## src/rtl/id_stage_ctrl_if.sv

```systemverilog
// -----------------------------------------------------------------------------
// id_stage_ctrl_if
// Bundles the decode-stage control signals exchanged between the pipeline
// front end and the ID stage controller.
//   master : drives IR2, IR2Valid, EXPCSel, IR4; observes the controller outputs
//   slave  : the ID stage controller itself
// Signals
//   IR2        in   8      instruction currently in decode
//   IR2Valid   in   1      IR2 holds a real instruction
//   EXPCSel    in   1      0 = branch taken this cycle
//   IR4        in   8      instruction currently in MEM
//   IR3        out  8      instruction register driving EX control
//   PCWrite    out  1      fetch PC may advance
//   IR2Load    out  1      IR2 may load the next fetched instruction
//   IR2Flush   out  1      replace IR2 with NOP at the next edge
//   FwdA/FwdB  out  2      EX operand selects: 00 RF, 01 ALUOut, 10 WB data
//   StallCount out  CNT_W  saturating load-use stall counter
//   FlushCount out  CNT_W  saturating taken-branch flush counter
// -----------------------------------------------------------------------------
interface id_stage_ctrl_if #(
   parameter int CNT_W = 16
);
   logic [7:0]       IR2;
   logic             IR2Valid;
   logic             EXPCSel;
   logic [7:0]       IR4;
   logic [7:0]       IR3;
   logic             PCWrite;
   logic             IR2Load;
   logic             IR2Flush;
   logic [1:0]       FwdA;
   logic [1:0]       FwdB;
   logic [CNT_W-1:0] StallCount;
   logic [CNT_W-1:0] FlushCount;

   modport master (
      output IR2, IR2Valid, EXPCSel, IR4,
      input  IR3, PCWrite, IR2Load, IR2Flush, FwdA, FwdB, StallCount, FlushCount
   );

   modport slave (
      input  IR2, IR2Valid, EXPCSel, IR4,
      output IR3, PCWrite, IR2Load, IR2Flush, FwdA, FwdB, StallCount, FlushCount
   );
endinterface

```

## src/rtl/id_stage_ctrl.sv

```systemverilog
// -----------------------------------------------------------------------------
// id_stage_ctrl
// Decode/register-fetch stage control for the 8-bit 5-stage pipeline.
// Owns IR3, detects load-use hazards (one-cycle stall), flushes wrong-path
// instructions on a taken branch, registers the EX forwarding selects and
// keeps saturating stall/flush event counters.
// Ports
//   clock  in  1   rising-edge clock
//   reset  in  1   synchronous, active-high reset
//   bus    slave modport of id_stage_ctrl_if (see that file for signal list)
// -----------------------------------------------------------------------------
module id_stage_ctrl #(
   parameter logic [7:0] NOP_INSTR = 8'b00001010,
   parameter int         CNT_W     = 16
) (
   input  logic                 clock,
   input  logic                 reset,
   id_stage_ctrl_if.slave       bus
);

   // Decoded view of one instruction: which operands it reads and where it writes.
   typedef struct packed {
      logic       use_a;
      logic       use_b;
      logic [1:0] src_a;
      logic [1:0] src_b;
      logic       has_dst;
      logic [1:0] dst;
      logic       is_load;
   } dec_t;

   function automatic dec_t decode(input logic [7:0] ir);
      dec_t d;
      d.use_a   = 1'b0;
      d.use_b   = 1'b0;
      d.src_a   = ir[7:6];
      d.src_b   = ir[5:4];
      d.has_dst = 1'b0;
      d.dst     = ir[7:6];
      d.is_load = 1'b0;
      case (ir[3:0])
         4'b0000: begin                      // load
            d.use_a   = 1'b1;
            d.use_b   = 1'b1;
            d.has_dst = 1'b1;
            d.is_load = 1'b1;
         end
         4'b0010: begin                      // store
            d.use_a = 1'b1;
            d.use_b = 1'b1;
         end
         4'b0100, 4'b0110, 4'b1000: begin    // add, sub, nand
            d.use_a   = 1'b1;
            d.use_b   = 1'b1;
            d.has_dst = 1'b1;
         end
         4'b0011, 4'b1011: begin             // shift
            d.use_a   = 1'b1;
            d.has_dst = 1'b1;
         end
         4'b0111, 4'b1111: begin             // ori: implicit r1 source and destination
            d.use_a   = 1'b1;
            d.src_a   = 2'b01;
            d.has_dst = 1'b1;
            d.dst     = 2'b01;
         end
         default: begin                      // nop, branches, undefined
         end
      endcase
      return d;
   endfunction

   // Forwarding select for one operand; the EX result wins over MEM because it
   // is the younger producer. A load in EX cannot forward (its data is not
   // ready yet), which is exactly the case the stall covers.
   function automatic logic [1:0] fwd_sel(input logic used, input logic [1:0] src,
                                          input dec_t ex, input dec_t mem);
      logic [1:0] sel;
      sel = 2'b00;
      if (used) begin
         if (ex.has_dst && ex.dst == src && !ex.is_load)
            sel = 2'b01;
         else if (mem.has_dst && mem.dst == src)
            sel = 2'b10;
      end
      return sel;
   endfunction

   logic [7:0]       ir3_q, ir3_d;
   logic [1:0]       fwd_a_q, fwd_a_d;
   logic [1:0]       fwd_b_q, fwd_b_d;
   logic [CNT_W-1:0] stall_cnt_q, stall_cnt_d;
   logic [CNT_W-1:0] flush_cnt_q, flush_cnt_d;

   logic [7:0] ir2_eff;
   dec_t       dec2, dec3, dec4;
   logic       stall, flush;

   localparam logic [CNT_W-1:0] CNT_ONE = {{(CNT_W-1){1'b0}}, 1'b1};

   // An invalid IR2 is treated as a NOP so it neither stalls nor forwards.
   assign ir2_eff = bus.IR2Valid ? bus.IR2 : NOP_INSTR;
   assign dec2    = decode(ir2_eff);
   assign dec3    = decode(ir3_q);
   assign dec4    = decode(bus.IR4);

   assign stall = bus.IR2Valid && dec3.is_load &&
                  ((dec2.use_a && dec2.src_a == dec3.dst) ||
                   (dec2.use_b && dec2.src_b == dec3.dst));
   assign flush = !bus.EXPCSel;

   // State register
   always_ff @(posedge clock) begin
      if (reset) begin
         ir3_q       <= NOP_INSTR;
         fwd_a_q     <= 2'b00;
         fwd_b_q     <= 2'b00;
         stall_cnt_q <= '0;
         flush_cnt_q <= '0;
      end else begin
         ir3_q       <= ir3_d;
         fwd_a_q     <= fwd_a_d;
         fwd_b_q     <= fwd_b_d;
         stall_cnt_q <= stall_cnt_d;
         flush_cnt_q <= flush_cnt_d;
      end
   end

   // Next-state: flush beats stall; both insert a bubble into IR3.
   always_comb begin
      ir3_d       = ir2_eff;
      fwd_a_d     = fwd_sel(dec2.use_a, dec2.src_a, dec3, dec4);
      fwd_b_d     = fwd_sel(dec2.use_b, dec2.src_b, dec3, dec4);
      stall_cnt_d = stall_cnt_q;
      flush_cnt_d = flush_cnt_q;
      if (flush) begin
         ir3_d   = NOP_INSTR;
         fwd_a_d = 2'b00;
         fwd_b_d = 2'b00;
         if (flush_cnt_q != '1)
            flush_cnt_d = flush_cnt_q + CNT_ONE;
      end else if (stall) begin
         ir3_d   = NOP_INSTR;
         fwd_a_d = 2'b00;
         fwd_b_d = 2'b00;
         if (stall_cnt_q != '1)
            stall_cnt_d = stall_cnt_q + CNT_ONE;
      end
   end

   // Front-end control outputs
   always_comb begin
      bus.PCWrite  = 1'b1;
      bus.IR2Load  = 1'b1;
      bus.IR2Flush = 1'b0;
      if (reset) begin
         bus.PCWrite = 1'b0;
         bus.IR2Load = 1'b0;
      end else if (flush) begin
         bus.IR2Flush = 1'b1;
      end else if (stall) begin
         bus.PCWrite = 1'b0;
         bus.IR2Load = 1'b0;
      end
   end

   assign bus.IR3        = ir3_q;
   assign bus.FwdA       = fwd_a_q;
   assign bus.FwdB       = fwd_b_q;
   assign bus.StallCount = stall_cnt_q;
   assign bus.FlushCount = flush_cnt_q;

endmodule
```

## src/flat_wrapper.sv

```systemverilog
// flat-port wrapper written by rule: the top's interface ports become plain ports
module id_stage_ctrl_flat 
#(
   parameter logic [7:0] NOP_INSTR = 8'b00001010,
   parameter int         CNT_W     = 16
)
  (clock, reset, bus_IR2, bus_IR2Valid, bus_EXPCSel, bus_IR4, bus_IR3, bus_PCWrite, bus_IR2Load, bus_IR2Flush, bus_FwdA, bus_FwdB, bus_StallCount, bus_FlushCount);
  id_stage_ctrl_if #(.CNT_W(CNT_W)) bus_i ();
  input  logic clock;
  input  logic reset;
  input wire logic [$bits(bus_i.IR2)-1:0] bus_IR2;
  input wire logic [$bits(bus_i.IR2Valid)-1:0] bus_IR2Valid;
  input wire logic [$bits(bus_i.EXPCSel)-1:0] bus_EXPCSel;
  input wire logic [$bits(bus_i.IR4)-1:0] bus_IR4;
  output wire logic [$bits(bus_i.IR3)-1:0] bus_IR3;
  output wire logic [$bits(bus_i.PCWrite)-1:0] bus_PCWrite;
  output wire logic [$bits(bus_i.IR2Load)-1:0] bus_IR2Load;
  output wire logic [$bits(bus_i.IR2Flush)-1:0] bus_IR2Flush;
  output wire logic [$bits(bus_i.FwdA)-1:0] bus_FwdA;
  output wire logic [$bits(bus_i.FwdB)-1:0] bus_FwdB;
  output wire logic [$bits(bus_i.StallCount)-1:0] bus_StallCount;
  output wire logic [$bits(bus_i.FlushCount)-1:0] bus_FlushCount;
  assign bus_i.IR2 = bus_IR2;
  assign bus_i.IR2Valid = bus_IR2Valid;
  assign bus_i.EXPCSel = bus_EXPCSel;
  assign bus_i.IR4 = bus_IR4;
  assign bus_IR3 = bus_i.IR3;
  assign bus_PCWrite = bus_i.PCWrite;
  assign bus_IR2Load = bus_i.IR2Load;
  assign bus_IR2Flush = bus_i.IR2Flush;
  assign bus_FwdA = bus_i.FwdA;
  assign bus_FwdB = bus_i.FwdB;
  assign bus_StallCount = bus_i.StallCount;
  assign bus_FlushCount = bus_i.FlushCount;
  id_stage_ctrl #(.NOP_INSTR(NOP_INSTR), .CNT_W(CNT_W)) u_core (.clock(clock), .reset(reset), .bus(bus_i));
endmodule
```

## config.mk

```make
export PLATFORM = sky130hd
export DESIGN_NAME = id_stage_ctrl_flat
export DESIGN_NICKNAME = d
export VERILOG_FILES = /design/src/rtl/id_stage_ctrl_if.sv /design/src/rtl/id_stage_ctrl.sv /design/src/flat_wrapper.sv
export SDC_FILE = /design/constraint.sdc
export NUM_CORES = 1
export LEC_CHECK = 0
export ABC_CLOCK_PERIOD_IN_PS = 3600
export CAP_MARGIN = 40
export CORE_ASPECT_RATIO = 0.8
export CORE_UTILIZATION = 35
export DETAILED_ROUTE_END_ITERATION = 10
export PLACE_DENSITY = 0.59
export SETUP_SLACK_MARGIN = 0.5
export SLEW_MARGIN = 10
export SYNTH_ARGS = -nofsm -noshare
export SYNTH_HDL_FRONTEND = slang
export SYNTH_SLANG_ARGS = --single-unit
export TNS_END_PERCENT = 100
```

## constraint.sdc

```tcl
create_clock -name clock -period 3.6 [get_ports clock]
set_input_delay 0.72 -clock clock [delete_from_list [all_inputs] [get_ports clock]]
set_output_delay 0.72 -clock clock [all_outputs]
set_load 0.02 [all_outputs]
```

==> impl_metrics.json, run 1 <==
{
  "final_area_um2": 3260,
  "ir_worst_vdd_mv": 0.157,
  "cts_tree": "yes",
  "setup_tns_ns": 0,
  "synth-seq-cells": 44,
  "die_w_um": 92.1,
  "required_ns": 2.88,
  "synth_edf_count": 0,
  "die_area_um2": 6820,
  "hold_viol": 0,
  "criticalPathCategory": "primary input to primary output",
  "io_pins": 67,
  "synth_area_um2": 2270,
  "num_vias": 2250,
  "synth_area_per_cell_um2": 8.48,
  "drc": 0,
  "grt_start_max_net_pins": 34,
  "cp_slowest_cell": "or4_4",
  "start_kind": "primary input",
  "start_util_pct": 37.3,
  "vias_per_cell": 5.18,
  "place_ws_ns": -0.161,
  "max_slew_margin_pct": 41.5,
  "arrival_ns": 2.28,
  "postCtsHoldBufs": 0,
  "die_h_um": 74.1,
  "firstDrtPassIters": 4,
  "portBuffers": 64,
  "worst_setup_path_end_kind": "primary output",
  "power_density_nw_per_um2": 284,
  "timing.rr.start": "u_core.bus.IR3[0]",
  "final_nets": 375,
  "path_buf_inv": 3,
  "finalWorstPathRequiredPeriod_ns": 3.00,
  "hold_end": "u_core.bus.StallCount[10]",
  "area_growth_pct": 43.4,
  "cts_buffers": 5,
  "worst_pin_slew_ns": 0.875,
  "yosysSeqAreaShare_pct": 38.7,
  "reg2reg_to": "u_core.bus.StallCount[9]",
  "dpl_cell_area_um2": 3120,
  "hold_depth": 2,
  "clockBufferDepth": 2,
  "core_um2": 6100,
  "timing.fmax_mhz": 334,
  "async_flop_share_pct": 0,
  "clock_sinks": 44,
  "fin_crit_sh_pct": 83.3,
  "fin_skew_ns": 0.00866,
  "grt_pass1_wl_um": 9520,
  "wl_per_cell_um": 13.4,
  "synth-warning-count": 0,
  "antenna_found_initial": 0,
  "drt_iter0_markers": 76,
  "utilization_pct": 53.5,
  "drt_wl_total_um": 5800,
  "fp-row-count": 25,
  "p_leak_nw": 1.18,
  "overflow": 0,
  "path_cells": "dlygate4sd2_1 > buf_6 > o21a_1 > or4_4 > a31oi_4 > o311ai_2 > nor2b_4 > buf_6",
  "grtUsageTotal_pct": 17.7,
  "drtAntennaViolNets": 0,
  "gp_congestion": 0.741,
  "clk_pin_slew_worst_paths_ns": 0.08,
  "worstHoldStart": "u_core.bus.StallCount[10]",
  "drv_cap": 0,
  "cts_max_level": 2,
  "diodes": 0,
  "hold_path_class": "register to register",
  "grt_pass1_vias": 2045,
  "slowest_delay_ns": 0.44,
  "reg2reg_depth": 8,
  "path_common_cell": "buf_6",
  "cpLargestDelayFamily": "simple AND/OR/NAND/NOR gates",
  "setup_viol": 0,
  "final.setup.worst_slack_ns": 0.602,
  "cts-root-buf": "clkbuf_8",
  "syn-num-nets": 290,
  "cp_max_fo": 9,
  "synth.distinct_cells": 48,
  "hpwl_um": 4250,
  "rsz0062_at_grt": "false",
  "yosys_most_used_dff": "dfxtp_1",
  "fill_cells": 607,
  "netlist_instances": 268,
  "clk_latency_ns": 0.30,
  "drive_gt1_share_pct": 14.7,
  "r2r_slack_ns": 1.07,
  "finalMaxSlewViolations": 0,
  "status": "completed"
}
synthesized netlist by cell type (2+ instances only):
master / n / area (µm²)
nand3_1: 11 / 55.1
and4b_1: 2 / 20.0
nand3b_1: 2 / 15.0
mux2_2: 2 / 22.5
ha_1: 2 / 25.0
nor2_1: 26 / 97.6
buf_6: 2 / 22.5
a21oi_1: 18 / 90.1
clkbuf_1: 6 / 22.5
nand2_1: 15 / 56.3
or3_1: 16 / 100
mux2i_1: 4 / 40.0
o21ai_0: 9 / 45.0
and4_1: 3 / 26.3
nor3_1: 5 / 25.0
or4_4: 2 / 22.5
nand2b_1: 4 / 25.0
xnor2_1: 5 / 43.8
or4_1: 3 / 22.5
o211ai_1: 3 / 22.5
o21ai_1: 10 / 50.1
xor2_1: 10 / 87.6
nand4_1: 8 / 50.1
o31ai_1: 2 / 15.0
buf_2: 2 / 10.0
or2_2: 2 / 12.5
nor2b_1: 4 / 25.0
inv_1: 7 / 26.3
nor4_1: 6 / 37.5
and3_1: 15 / 93.8
dfxtp_1: 44 / 881
o21a_1: 2 / 15.0
worst register-to-register path, stage by stage (launching register included):
cell,delay (ns)
dfxtp_1,0.37
and3_1,0.26
or4_4,0.52
a21oi_4,0.18
buf_4,0.12
buf_4,0.12
o311ai_4,0.26
or4_1,0.49
a21oi_1,0.14
sequential cells by signal, summed over array words and instances, names as in the netlist:
signal	flops
u_core.bus.FlushCount	16
u_core.bus.IR3	8
u_core.bus.StallCount	16
u_core.bus.FwdA	2
u_core.bus.FwdB	2
how the worst max path moves through the flow:
stage / from / endpoint / slack, ns / cells past startpoint
6_report: bus_IR2Valid / bus_PCWrite / 0.60 / 8
5_1_grt: bus_IR2[1] / bus_PCWrite / 0.51 / 8
4_1_cts: bus_IR2Valid / bus_PCWrite / 0.60 / 8
3_5_place_dp: bus_IR2[0] / bus_PCWrite / -0.16 / 7
3_3_place_gp: bus_IR2[1] / bus_PCWrite / -0.15 / 7
2_1_floorplan: bus_IR2[1] / bus_PCWrite / 0.53 / 6
cell families (layout without fill, tap and decap cells):
logic type	count (synthesis)	in the layout	share of synthesized area [%]
adder cells (fa/ha/maj)	2	2	1.10
flip-flops	44	44	38.7
buffers and inverters	19	104	4.07
AND/OR/NAND/NOR	127	127	31.5
AO/OA/AOI/OAI	55	55	16.1
multiplexers	6	6	2.75
XOR/XNOR	15	15	5.78
routing by layer:
| layer | track usage (%) | part of all wire, % | vias up | wire length (µm) |
|---|---|---|---|---|
| li1 | - | - | 1154 | - |
| met1 | 24.5 | 52 | 1030 | 2990 |
| met2 | 27.9 | 43 | 58 | 2480 |
| met3 | 3.89 | 4.6 | 8 | 267 |
| met4 | 4.86 | 1.0 | 0 | 60 |
| met5 | 0 | 0 | - | 0 |
placed cells by master, fill, tap and decap left out, types with 3 or more instances in the layout:
cell type,n
clkbuf_8,5
nand4_1,8
nor2b_1,3
buf_6,3
nor3_1,4
nand2b_1,4
xor2_1,10
and3_1,14
xnor2_1,5
o21ai_1,10
nor2_1,26
o21ai_0,8
inv_1,7
nand3_1,11
or4_1,3
buf_4,25
mux2i_1,4
o211ai_1,3
nand2_1,14
a21oi_1,18
nor4_1,6
clkdlybuf4s50_1,55
dfxtp_1,44
dlygate4sd2_1,7
or3_1,16
and4_1,3
report_power, final:
group          switching (mW)  internal, mW
registers             0.00577         0.491
clock network           0.173         0.132
logic                  0.0619        0.0630
through the flow:
stage / hold WS [ns] / instances / power, mW
floorplan: 0.563 / 268 / 0.565
global placement: 0.487 / 423 / 0.628
detailed placement: 0.498 / 423 / 0.629
CTS: 0.509 / 434 / 0.935
global route: 0.545 / 434 / 0.971
finish: 0.506 / 434 / 0.926
final cells by class:
type / instances / area [µm²] / share of cell area (%)
timing repair buffer: 90 / 833 / 25.6
multi-input combinational: 205 / 1340 / 41.0
sequential: 44 / 881 / 27.0
inverter: 7 / 26.3 / 0.806
clock inverter: 2 / 12.5 / 0.384
clock buffer: 5 / 68.8 / 2.11
tap: 81 / 101 / 3.11
what timing repair did:
action	4_1_cts	5_1_grt
buffers inserted	4	0
endpoints found under the setup margin	2	0
gates resized for setup	29	0
Note: power is estimated with default switching activity, not from simulation.
==> inputs of run 2 (changes only) <==
- ABC_CLOCK_PERIOD_IN_PS: 3600 -> 2500
- PLACE_DENSITY: 0.59 -> 0.62
- clock period: 3.6 -> 2.5 ns (I/O delays scaled with it)
==> impl_metrics.json, run 2 (synthesized netlist as in run 1, its figures left out) <==
{
  "cts_max_level": 2,
  "wl_per_cell_um": 15.2,
  "portBuffers": 64,
  "hpwl_um": 4510,
  "hold_path_class": "primary input to register",
  "diodes": 0,
  "power.switching_uw": 387,
  "cts_tree": "yes",
  "worst_setup_path_end_kind": "primary output",
  "finalMaxSlewViolations": 0,
  "fin_crit_sh_pct": 98.9,
  "seqPwrFrac_pct": 48.5,
  "vias_per_cell": 5.28,
  "clockBufferDepth": 2,
  "worst_pin_slew_ns": 0.541,
  "fin_hold_ws_ns": 0.481,
  "die_w_um": 92.1,
  "cts_buffers": 5,
  "drc": 0,
  "final_nets": 404,
  "drtAntennaViolNets": 0,
  "clkPwrFrac_pct": 35.1,
  "start_util_pct": 37.3,
  "drt_iter0_markers": 87,
  "swShare_pct": 26.3,
  "path_cells": "and3_4 > or4_4 > a21oi_4 > o311ai_4 > nor2b_4 > buf_6",
  "cts-root-buf": "clkbuf_8",
  "setup_tns_ns": 0,
  "die_area_um2": 6820,
  "drt_wl_total_um": 7070,
  "fin_skew_ns": 0.00472,
  "rsz0062_at_grt": "true",
  "p_comb_share_pct": 16.3,
  "firstDrtPassIters": 4,
  "cpLargestDelayFamily": "simple AND/OR/NAND/NOR gates",
  "timing.fmax_mhz": 405,
  "num_vias": 2448,
  "ir_worst_vdd_mv": 0.176,
  "drv_cap": 0,
  "clk_latency_ns": 0.30,
  "die_h_um": 74.1,
  "status": "completed",
  "overflow": 0,
  "hold_viol": 0,
  "postCtsHoldBufs": 0,
  "cp_max_fo": 6,
  "setup_viol": 0,
  "area_growth_pct": 67.7,
  "intPower_mw": 1.08,
  "criticalPathCategory": "register to primary output",
  "gp_congestion": 0.820,
  "layout.cells.most_common": "clkdlybuf4s50_1",
  "io_pins": 67,
  "fp-row-count": 25,
  "clk_pin_slew_worst_paths_ns": 0.09,
  "power_density_nw_per_um2": 385,
  "grt_start_max_net_pins": 33,
  "path_buf_inv": 1,
  "required_ns": 2.00,
  "multi_input_area_um2": 1610,
  "grtUsageTotal_pct": 19.0,
  "grt_pass1_wl_um": 10300,
  "start_kind": "register",
  "finalWorstPathRequiredPeriod_ns": 2.47,
  "register_area_um2": 893,
  "fill_cells": 528,
  "max_slew_margin_pct": 63.7,
  "final_cell_mix": "51 x clkdlybuf4s50_1, 39 x buf_4, 38 x dfxtp_1",
  "antenna_found_initial": 0,
  "grt_pass1_vias": 2129,
  "drive_gt1_share_pct": 32.1,
  "arrival_ns": 1.97,
  "clock_sinks": 44,
  "core_um2": 6100,
  "slowest_delay_ns": 0.55,
  "p_leak_nw": 1.37,
  "cp_slowest_cell": "or4_4"
}
-- run 2: cell count changes in the layout (fill, tap and decap cells not counted), moves of 4 or more --
| cell | change |
|---|---|
| dfxtp_1 | -6 |
| buf_4 | +14 |
| buf_6 | +10 |
| and3_1 | -6 |
| nor4_4 | +4 |
| o311ai_4 | +4 |
| a21oi_1 | -7 |
| dlygate4sd2_1 | -4 |
| dfxtp_2 | +4 |
| a21oi_2 | +7 |
| and3_4 | +6 |
| clkdlybuf4s50_1 | -4 |
-- run 2: final timing paths --
check,start,end,slack (ns),cells past startpoint
worst max-delay path,u_core.bus.IR3[1],bus_IR2Load,0.03,6
worst min-delay path,bus_IR2[2],u_core.bus.IR3[2],0.48,2
worst max register to register,u_core.bus.IR3[1],u_core.bus.StallCount[9],0.18,7
worst min register to register,u_core.bus.StallCount[12],u_core.bus.StallCount[12],0.51,2
-- run 2: final cells by class --
| class | instances | area share [%] |
|---|---|---|
| Clock buffer | 7 | 2.56 |
| Clock inverter | 1 | 0.131 |
| Inverter | 7 | 0.689 |
| Multi-Input combinational cell | 208 | 42.1 |
| Sequential cell | 44 | 23.4 |
| Tap cell | 81 | 2.66 |
| Timing Repair Buffer | 116 | 28.4 |
-- run 2: per-stage QoR --
stage                     cell area, µm²  power, mW  worst slack [ns]  utilization, %  instances
after detailed placement            3270      0.921            -0.719            53.7        437
after global placement              3270      0.919            -0.684            53.7        437
after floorplan                     2340      0.819             0.125               -        268
final                               3810       1.47            0.0286            62.5        464
after CTS                           3470       1.44            0.0234            56.9        453
after global routing                3810       1.53           -0.0136            62.5        464
-- run 2: what timing repair did --
item / CTS / global route
setup endpoints to repair: 31 / 38
cloned: 2 / 1
setup buffers: 6 / 10
resized for setup: 51 / 56
pin swaps: 16 / 14
-- run 2: metal layers --
metal	global-route usage [%]	part of all wire (%)	routed length (µm)
met1	26.1	46	3270
met2	29.5	47	3340
met3	5.01	4.7	335
met4	5.90	1.8	125
met5	0	0	0
-- run 2: power by group through the flow --
stage	logic (mW)	registers (mW)	clock network [mW]
6_report	0.240	0.713	0.516
5_1_grt	0.257	0.715	0.554
4_1_cts	0.203	0.714	0.523
3_5_place_dp	0.191	0.730	0
3_3_place_gp	0.189	0.730	0
2_1_floorplan	0.0797	0.739	0
==> inputs of run 3 (changes only) <==
- CTS_CLUSTER_SIZE: not set -> 8
==> results of run 3 <==
Final layout, timing and power as in run 2 (identical DEF).
